[src/rtl/crc_transmitter_if.sv]
// Handshake bundle for the CRC transmitter: word-in valid/ready and codeword-out valid/ready.
// The "slave" view belongs to the transmitter, the "master" view to whatever feeds and drains it.
interface crc_transmitter_if #(
    parameter int BW     = 4,
    parameter int CRC_BW = 3
);
    logic [BW-1:0]        in_data;
    logic                 in_valid;
    logic                 in_ready;
    logic [BW+CRC_BW-1:0] out;
    logic                 out_valid;
    logic                 out_ready;

    modport slave (
        input  in_data,
        input  in_valid,
        output in_ready,
        output out,
        output out_valid,
        input  out_ready
    );

    modport master (
        output in_data,
        output in_valid,
        input  in_ready,
        input  out,
        input  out_valid,
        output out_ready
    );
endinterface

[src/rtl/crc_transmitter.sv]
// Serial CRC encoder: accepts a BW-bit word, runs one message bit per clock through an LFSR over
// DIVISOR, then presents the codeword {data, crc} until downstream takes it.
module crc_transmitter #(
    parameter int              BW      = 4,
    parameter int              CRC_BW  = 3,
    parameter logic [CRC_BW:0] DIVISOR = 4'b1011
) (
    input  logic               clk,
    input  logic               rstn,
    crc_transmitter_if.slave   bus
);

    localparam int              CNT_W    = (BW > 1) ? $clog2(BW) : 1;
    localparam logic [CNT_W-1:0] CNT_LAST = CNT_W'(BW - 1);

    typedef enum logic [1:0] {
        IDLE = 2'b00,
        CALC = 2'b01,
        DONE = 2'b10
    } state_t;

    state_t                 state_r;
    logic [BW-1:0]          data_r;
    logic [BW-1:0]          shift_r;
    logic [CRC_BW-1:0]      rem_r;
    logic [CNT_W-1:0]       cnt_r;
    logic [BW+CRC_BW-1:0]   out_r;
    logic                   out_valid_r;

    logic [CRC_BW-1:0]      rem_next_s;
    logic                   last_bit_s;
    logic                   in_ready_s;

    // One LFSR step: feed a single message bit (MSB-first) into the running remainder.
    function automatic logic [CRC_BW-1:0] crc_step(
        input logic [CRC_BW-1:0] rem,
        input logic              msg_bit
    );
        logic fb;
        fb       = rem[CRC_BW-1] ^ msg_bit;
        crc_step = {rem[CRC_BW-2:0], 1'b0} ^ (fb ? DIVISOR[CRC_BW-1:0] : {CRC_BW{1'b0}});
    endfunction

    // Next remainder, terminal-count and ready decode.
    always_comb begin
        rem_next_s = crc_step(rem_r, shift_r[BW-1]);
        if (cnt_r == CNT_LAST) begin
            last_bit_s = 1'b1;
        end else begin
            last_bit_s = 1'b0;
        end
        if (state_r == IDLE) begin
            in_ready_s = 1'b1;
        end else begin
            in_ready_s = 1'b0;
        end
    end

    assign bus.in_ready  = in_ready_s;
    assign bus.out       = out_r;
    assign bus.out_valid = out_valid_r;

    // Control FSM with the datapath registers and the registered codeword output.
    always_ff @(posedge clk or negedge rstn) begin
        if (!rstn) begin
            state_r     <= IDLE;
            data_r      <= {BW{1'b0}};
            shift_r     <= {BW{1'b0}};
            rem_r       <= {CRC_BW{1'b0}};
            cnt_r       <= {CNT_W{1'b0}};
            out_r       <= {(BW+CRC_BW){1'b0}};
            out_valid_r <= 1'b0;
        end else begin
            case (state_r)
                IDLE: begin
                    out_valid_r <= 1'b0;
                    if (bus.in_valid) begin
                        data_r  <= bus.in_data;
                        shift_r <= bus.in_data;
                        rem_r   <= {CRC_BW{1'b0}};
                        cnt_r   <= {CNT_W{1'b0}};
                        state_r <= CALC;
                    end
                end
                CALC: begin
                    rem_r   <= rem_next_s;
                    shift_r <= shift_r << 1;
                    // The final bit lands straight in the output register so DONE needs no extra cycle.
                    if (last_bit_s) begin
                        cnt_r       <= {CNT_W{1'b0}};
                        out_r       <= {data_r, rem_next_s};
                        out_valid_r <= 1'b1;
                        state_r     <= DONE;
                    end else begin
                        cnt_r       <= cnt_r + CNT_W'(1);
                        out_valid_r <= 1'b0;
                    end
                end
                DONE: begin
                    if (bus.out_ready) begin
                        out_valid_r <= 1'b0;
                        state_r     <= IDLE;
                    end
                end
                default: begin
                    out_valid_r <= 1'b0;
                    state_r     <= IDLE;
                end
            endcase
        end
    end

endmodule

[src/flat_wrapper.sv]
// flat-port wrapper written by rule: the top's interface ports become plain ports
module crc_transmitter_flat 
#(
    parameter int              BW      = 4,
    parameter int              CRC_BW  = 3,
    parameter logic [CRC_BW:0] DIVISOR = 4'b1011
)
  (clk, rstn, bus_in_data, bus_in_valid, bus_in_ready, bus_out, bus_out_valid, bus_out_ready);
  crc_transmitter_if #(.BW(BW), .CRC_BW(CRC_BW)) bus_i ();
  input  logic clk;
  input  logic rstn;
  input wire logic [$bits(bus_i.in_data)-1:0] bus_in_data;
  input wire logic [$bits(bus_i.in_valid)-1:0] bus_in_valid;
  output wire logic [$bits(bus_i.in_ready)-1:0] bus_in_ready;
  output wire logic [$bits(bus_i.out)-1:0] bus_out;
  output wire logic [$bits(bus_i.out_valid)-1:0] bus_out_valid;
  input wire logic [$bits(bus_i.out_ready)-1:0] bus_out_ready;
  assign bus_i.in_data = bus_in_data;
  assign bus_i.in_valid = bus_in_valid;
  assign bus_in_ready = bus_i.in_ready;
  assign bus_out = bus_i.out;
  assign bus_out_valid = bus_i.out_valid;
  assign bus_i.out_ready = bus_out_ready;
  crc_transmitter #(.BW(BW), .CRC_BW(CRC_BW), .DIVISOR(DIVISOR)) u_core (.clk(clk), .rstn(rstn), .bus(bus_i));
endmodule
[config.mk]
export PLATFORM = sky130hd
export DESIGN_NAME = crc_transmitter_flat
export DESIGN_NICKNAME = d
export VERILOG_FILES = /design/src/rtl/crc_transmitter_if.sv /design/src/rtl/crc_transmitter.sv /design/src/flat_wrapper.sv
export SDC_FILE = /design/constraint.sdc
export NUM_CORES = 1
export LEC_CHECK = 0
export ABC_AREA = 1
export ABC_CLOCK_PERIOD_IN_PS = 1500
export CORE_UTILIZATION = 50
export CTS_CLUSTER_SIZE = 40
export DETAILED_ROUTE_END_ITERATION = 8
export HOLD_SLACK_MARGIN = 0.08
export PLACE_DENSITY = 0.76
export SKIP_LAST_GASP = 1
export SLEW_MARGIN = 5
export SYNTH_ARGS = -nofsm -noshare
export SYNTH_HDL_FRONTEND = slang
export SYNTH_SLANG_ARGS = --single-unit
[constraint.sdc]
create_clock -name clk -period 1.5 [get_ports clk]
set_input_delay 0.375 -clock clk [delete_from_list [all_inputs] [get_ports clk]]
set_output_delay 0.375 -clock clk [all_outputs]
set_load 0.1 [all_outputs]
==> results_dict.tcl, run 1 <==
set metrics [dict create \
    worstMarginPinSlew_ps 351 \
    status "finished clean" \
    fin_crit_sh 0.975 \
    reg2reg_to "u_core.bus.out[5]" \
    cap_violations 0 \
    slowest_delay_ps 450 \
    hp-class "input port to async pin" \
    critical_path_buf_inv_count 1 \
    reg2regPathDepth 6 \
    finalHoldViolCount 0 \
    syn_nets 115 \
    synth_mux_area_frac 0 \
    vias_per_cell 4.82 \
    hold_buffers 0 \
    drc 0 \
    grt_usage 0.203 \
    dpl_worst_slack_ps 75.7 \
    postRouteAntennaNets 0 \
    syn_avg_cell_area_um2 9.09 \
    finalClockSkew_ps 6.03 \
    synthCells 106 \
    seq_area_frac_synth 0.597 \
    grt_pass1_vias 689 \
    nets 137 \
    cp_data_arrival_time_ps 1090 \
    synth_top_family_by_area "simple AND/OR/NAND/NOR gates" \
    fillers 136 \
    fp.dieArea_mm2 0.00211 \
    dieHeight_um 45.9 \
    cp_slowest_cell "dfrtp_2" \
    avgRoutedWirePerCell_um 11.0 \
    mostFrequentLayoutCell "nand2_1" \
    path_class "register to output pin" \
    drtIter0Drc 22 \
    final_cell_mix "nand2_1 (42), dfrtp_1 (22), inv_1 (13)" \
    core_mm2 0.00176 \
    maxClockFrequency_mhz 684 \
    cts_tree "built" \
    multi_input_area_um2 332 \
    cts_buffer_depth 2 \
    ys_types 12 \
    synth_simple_gate_area_frac 0.238 \
    antenna_found_initial 0 \
    yosysWarnings 0 \
    crit_chain "nor2_4, buf_12" \
    synth-seq-cells 23 \
    syn-cell-area_um2 963 \
    diodes 0 \
    drive_gt1_frac 0.205 \
    crit_path_start_kind "register" \
    dieWidth_um 45.9 \
    drt-pass1-iter-count 4 \
    globalRouteOverflowTotal 0 \
    rsz0062_at_grt "false" \
    final.min_clock_period_ps 1460 \
    synth-xor-area-share 0 \
    slew_violations 0 \
    area_delta_synth_final_pct 33.2 \
    grt_pass1_wl_mm 2.91 \
    grt_max_degree 24 \
    setup_tns_ps 0 \
    slew_headroom 0.766 \
    gp_congestion 0.798 \
    ff2ff_setup_slack_ps 250 \
    cts_buffers 3 \
    synth_compound_area_frac 0.0857 \
    finalWirelength_mm 1.68 \
    htree_levels 1 \
    cts.sink_count 23 \
    fin_ws_ps 38.1 \
    synth_fa_ha_area_frac 0.0130 \
    critPathTopFamily "flip-flops" \
    holdWs_ps 398 \
    cts.clk_slew.worst_paths_ps 120 \
    start_util 0.546 \
    dpl.hpwl_mm 1.27 \
    rows 15 \
    vias 732 \
    critPathRequiredTime_ps 1120 \
    final_util 0.728 \
    setup_viol 0 \
    clk_latency_ps 310 \
    r2r_start "u_core.cnt_r[0]" \
    io_pins 17 \
    critPathMaxFanout 2 \
    crit_path_end_kind "output pin" \
    seq_area_um2 577 \
    port_buffers 16 \
    cts-root-buf "clkbuf_4" \
]
what timing repair did:
item	4_1_cts	5_1_grt
resized for setup	1	0
setup buffers	1	0
endpoints found under the hold margin	0	0
setup endpoints to repair	1	0
cells by family (layout without fill, tap and decap cells):
family                   Yosys count  in the layout
AO/OA/AOI/OAI                     12             12
adder cells (fa/ha/maj)            1              1
buffers and inverters             15             36
flip-flops                        23             23
AND/OR/NAND/NOR                   55             55
worst register-to-register path, delay by kind of cell, from the launching register on:
kind,cells,cell delay [ps]
AO/OA/AOI/OAI,1,60
adder cells (fa/ha/maj),1,210
buffers and inverters,2,330
flip-flops,1,420
AND/OR/NAND/NOR,2,160
through the flow:
stage / cell area, µm² / instances
after floorplan: 971 / 106
after global placement: 1250 / 147
after detailed placement: 1250 / 147
after CTS: 1280 / 152
after global routing: 1280 / 152
final: 1280 / 152
per-layer routing:
layer / global-route usage / vias to the layer above / share of wire
li1: - / 369 / -
met5: 0 / - / 0
met3: 0.0357 / 4 / 0.036
met4: 0.118 / 0 / 0.023
met1: 0.269 / 341 / 0.44
met2: 0.310 / 18 / 0.50
Yosys cell counts:
library cell   n  area, µm²
nor2_1         2       7.51
o21ai_0        6       30.0
nand2_1       42        158
nand2_2        2       12.5
inv_1         13       48.8
inv_2          1       3.75
nor2_4         1       11.3
o21ai_2        6       52.6
dfrtp_1       23        576
nand3_1        8       40.0
buf_6          1       11.3
ha_1           1       12.5
layout make-up:
type	count	area share
Tap cell	25	0.0244
Multi-Input combinational cell	68	0.258
Timing Repair Buffer	18	0.207
Clock buffer	4	0.0205
Sequential cell	23	0.449
Inverter	14	0.0409
flip-flops by register name, summed over array words and instances (netlist names):
| register | cells |
|---|---|
| u_core.cnt_r | 2 |
| u_core.data_r | 4 |
| u_core.state_r | 2 |
| u_core.bus.out_valid | 1 |
| u_core.rem_r | 3 |
| u_core.bus.out | 7 |
| u_core.shift_r | 4 |
worst max path at each step:
stage | startpoint | to | cells after the start | slack (ps)
finish | u_core.state_r[0] | bus_in_ready | 2 | 40
floorplan | u_core.state_r[0] | u_core.data_r[0] | 5 | 40
CTS | u_core.state_r[0] | bus_in_ready | 2 | 40
global placement | bus_in_valid | u_core.data_r[0] | 5 | 110
detailed placement | bus_in_valid | u_core.data_r[2] | 5 | 80
global route | u_core.state_r[0] | bus_in_ready | 2 | 10
Power of run 1 is not shown: default switching activity piles up to over one toggle a cycle in this logic, so the estimate is an artifact.
==> inputs of run 2 (changes only) <==
--- a/config.mk
+++ b/config.mk
@@ -7,6 +7,7 @@
 export LEC_CHECK = 0
 export ABC_AREA = 1
 export ABC_CLOCK_PERIOD_IN_PS = 1500
+export CORE_MARGIN = 10
 export CORE_UTILIZATION = 50
 export CTS_CLUSTER_SIZE = 40
 export DETAILED_ROUTE_END_ITERATION = 8
==> results_dict.tcl, run 2 (synthesis gave the netlist of run 1 again) <==
set metrics [dict create \
    status "finished clean" \
    critPathRequiredTime_ps 1120 \
    fillers 133 \
    postRouteAntennaNets 0 \
    finalHoldViolCount 0 \
    crit_chain "nor2_4, buf_12" \
    htree_levels 1 \
    fin_crit_sh 0.965 \
    drtIter0Drc 22 \
    dpl.hpwl_mm 1.54 \
    maxClockFrequency_mhz 691 \
    critPathTopFamily "flip-flops" \
    final_cell_mix "nand2_1 (42), dfrtp_1 (22), inv_1 (13)" \
    cts.clk_slew.worst_paths_ps 120 \
    cp_data_arrival_time_ps 1070 \
    cts_tree "built" \
    grt_usage 0.0958 \
    largest_reg_flops 7 \
    cts_buffers 3 \
    globalRouteOverflowTotal 0 \
    wl_met2_mm 1.01 \
    dieWidth_um 63.9 \
    drt-pass1-iter-count 4 \
    setup_viol 0 \
    fp.dieArea_mm2 0.00408 \
    area_delta_synth_final_pct 33.4 \
    final.min_clock_period_ps 1450 \
    gp_congestion 0.831 \
    path_class "register to output pin" \
    finalClockSkew_ps 2.13 \
    multi_input_area_um2 332 \
    hp-class "input port to async pin" \
    vias 751 \
    crit_path_end_kind "output pin" \
    vias_per_cell 4.94 \
    grt_pass1_wl_mm 3.17 \
    nets 137 \
    clk_latency_ps 310 \
    avgRoutedWirePerCell_um 12.9 \
    cts_buffer_depth 2 \
    slowest_delay_ps 430 \
    critPathMaxFanout 2 \
    crit_path_start_kind "register" \
    dieHeight_um 63.9 \
    antenna_found_initial 0 \
    grt_pass1_vias 733 \
    grt_max_degree 24 \
    slew_violations 0 \
    drc 0 \
    rsz0062_at_grt "false" \
    cts.sink_count 23 \
    slew_headroom 0.756 \
    critical_path_buf_inv_count 1 \
    rows 15 \
    seq_area_um2 577 \
    highest_layer "met4" \
    start_util 0.540 \
    finalWirelength_mm 1.96 \
    drive_gt1_frac 0.213 \
    core_mm2 0.00178 \
    mostFrequentLayoutCell "nand2_1" \
    cts-root-buf "clkbuf_4" \
    port_buffers 16 \
    io_pins 17 \
    drt-met1-wl_um 817 \
    cap_violations 0 \
    diodes 0 \
    setup_tns_ps 0 \
    cp_slowest_cell "dfrtp_1" \
    worstMarginPinSlew_ps 366 \
    dr_wl_met3_um 101 \
]
run 2: cell count changes in the layout (fill, tap and decap cells not counted):
| cell | delta |
|---|---|
| clkbuf_1 | -1 |
| clkinv_2 | +1 |
run 2: final timing paths:
| kind | slack [ps] | end | depth (start not counted) | from |
|---|---|---|---|---|
| max reg2reg | 240 | u_core.bus.out[6] | 6 | u_core.cnt_r[0] |
| min in group clk | 490 | u_core.shift_r[0] | 2 | u_core.shift_r[0] |
| min | 400 | u_core.shift_r[2] | 2 | rstn |
| max in group asynchronous | 860 | u_core.state_r[0] | 2 | rstn |
| max | 50 | bus_in_ready | 2 | u_core.state_r[1] |
| min reg2reg | 490 | u_core.shift_r[0] | 2 | u_core.shift_r[0] |
run 2: metrics by stage:
stage	utilization	instance area, µm²	cells	hold WS [ps]	setup slack [ps]
floorplan	-	971	106	79.4	35.8
global placement	0.700	1250	147	462	93.8
detailed placement	0.700	1250	147	469	53.2
CTS	0.716	1280	151	411	9.24
global route	0.721	1280	152	408	1.52
finish	0.721	1280	152	404	52.6
run 2: repair_timing:
action / CTS / global route
pin swaps: 0 / 1
hold buffers: 0 / 0
hold endpoints to repair: 0 / 0
buffers inserted: 0 / 1
setup endpoints to repair: 1 / 1
gates resized for setup: 1 / 0
run 2: final cells by class:
type	instances	area share
Multi-Input combinational cell	68	0.258
Clock buffer	3	0.0175
Inverter	14	0.0409
Timing Repair Buffer	18	0.206
Sequential cell	23	0.449
Tap cell	25	0.0243
Clock inverter	1	0.00389
run 2: routing by layer:
layer  track usage  vias up
met5             0        -
met4        0.0164        0
met3        0.0453        4
met2         0.172       20
met1         0.101      359
li1              -      368
Power of run 2 is left out for the same reason.
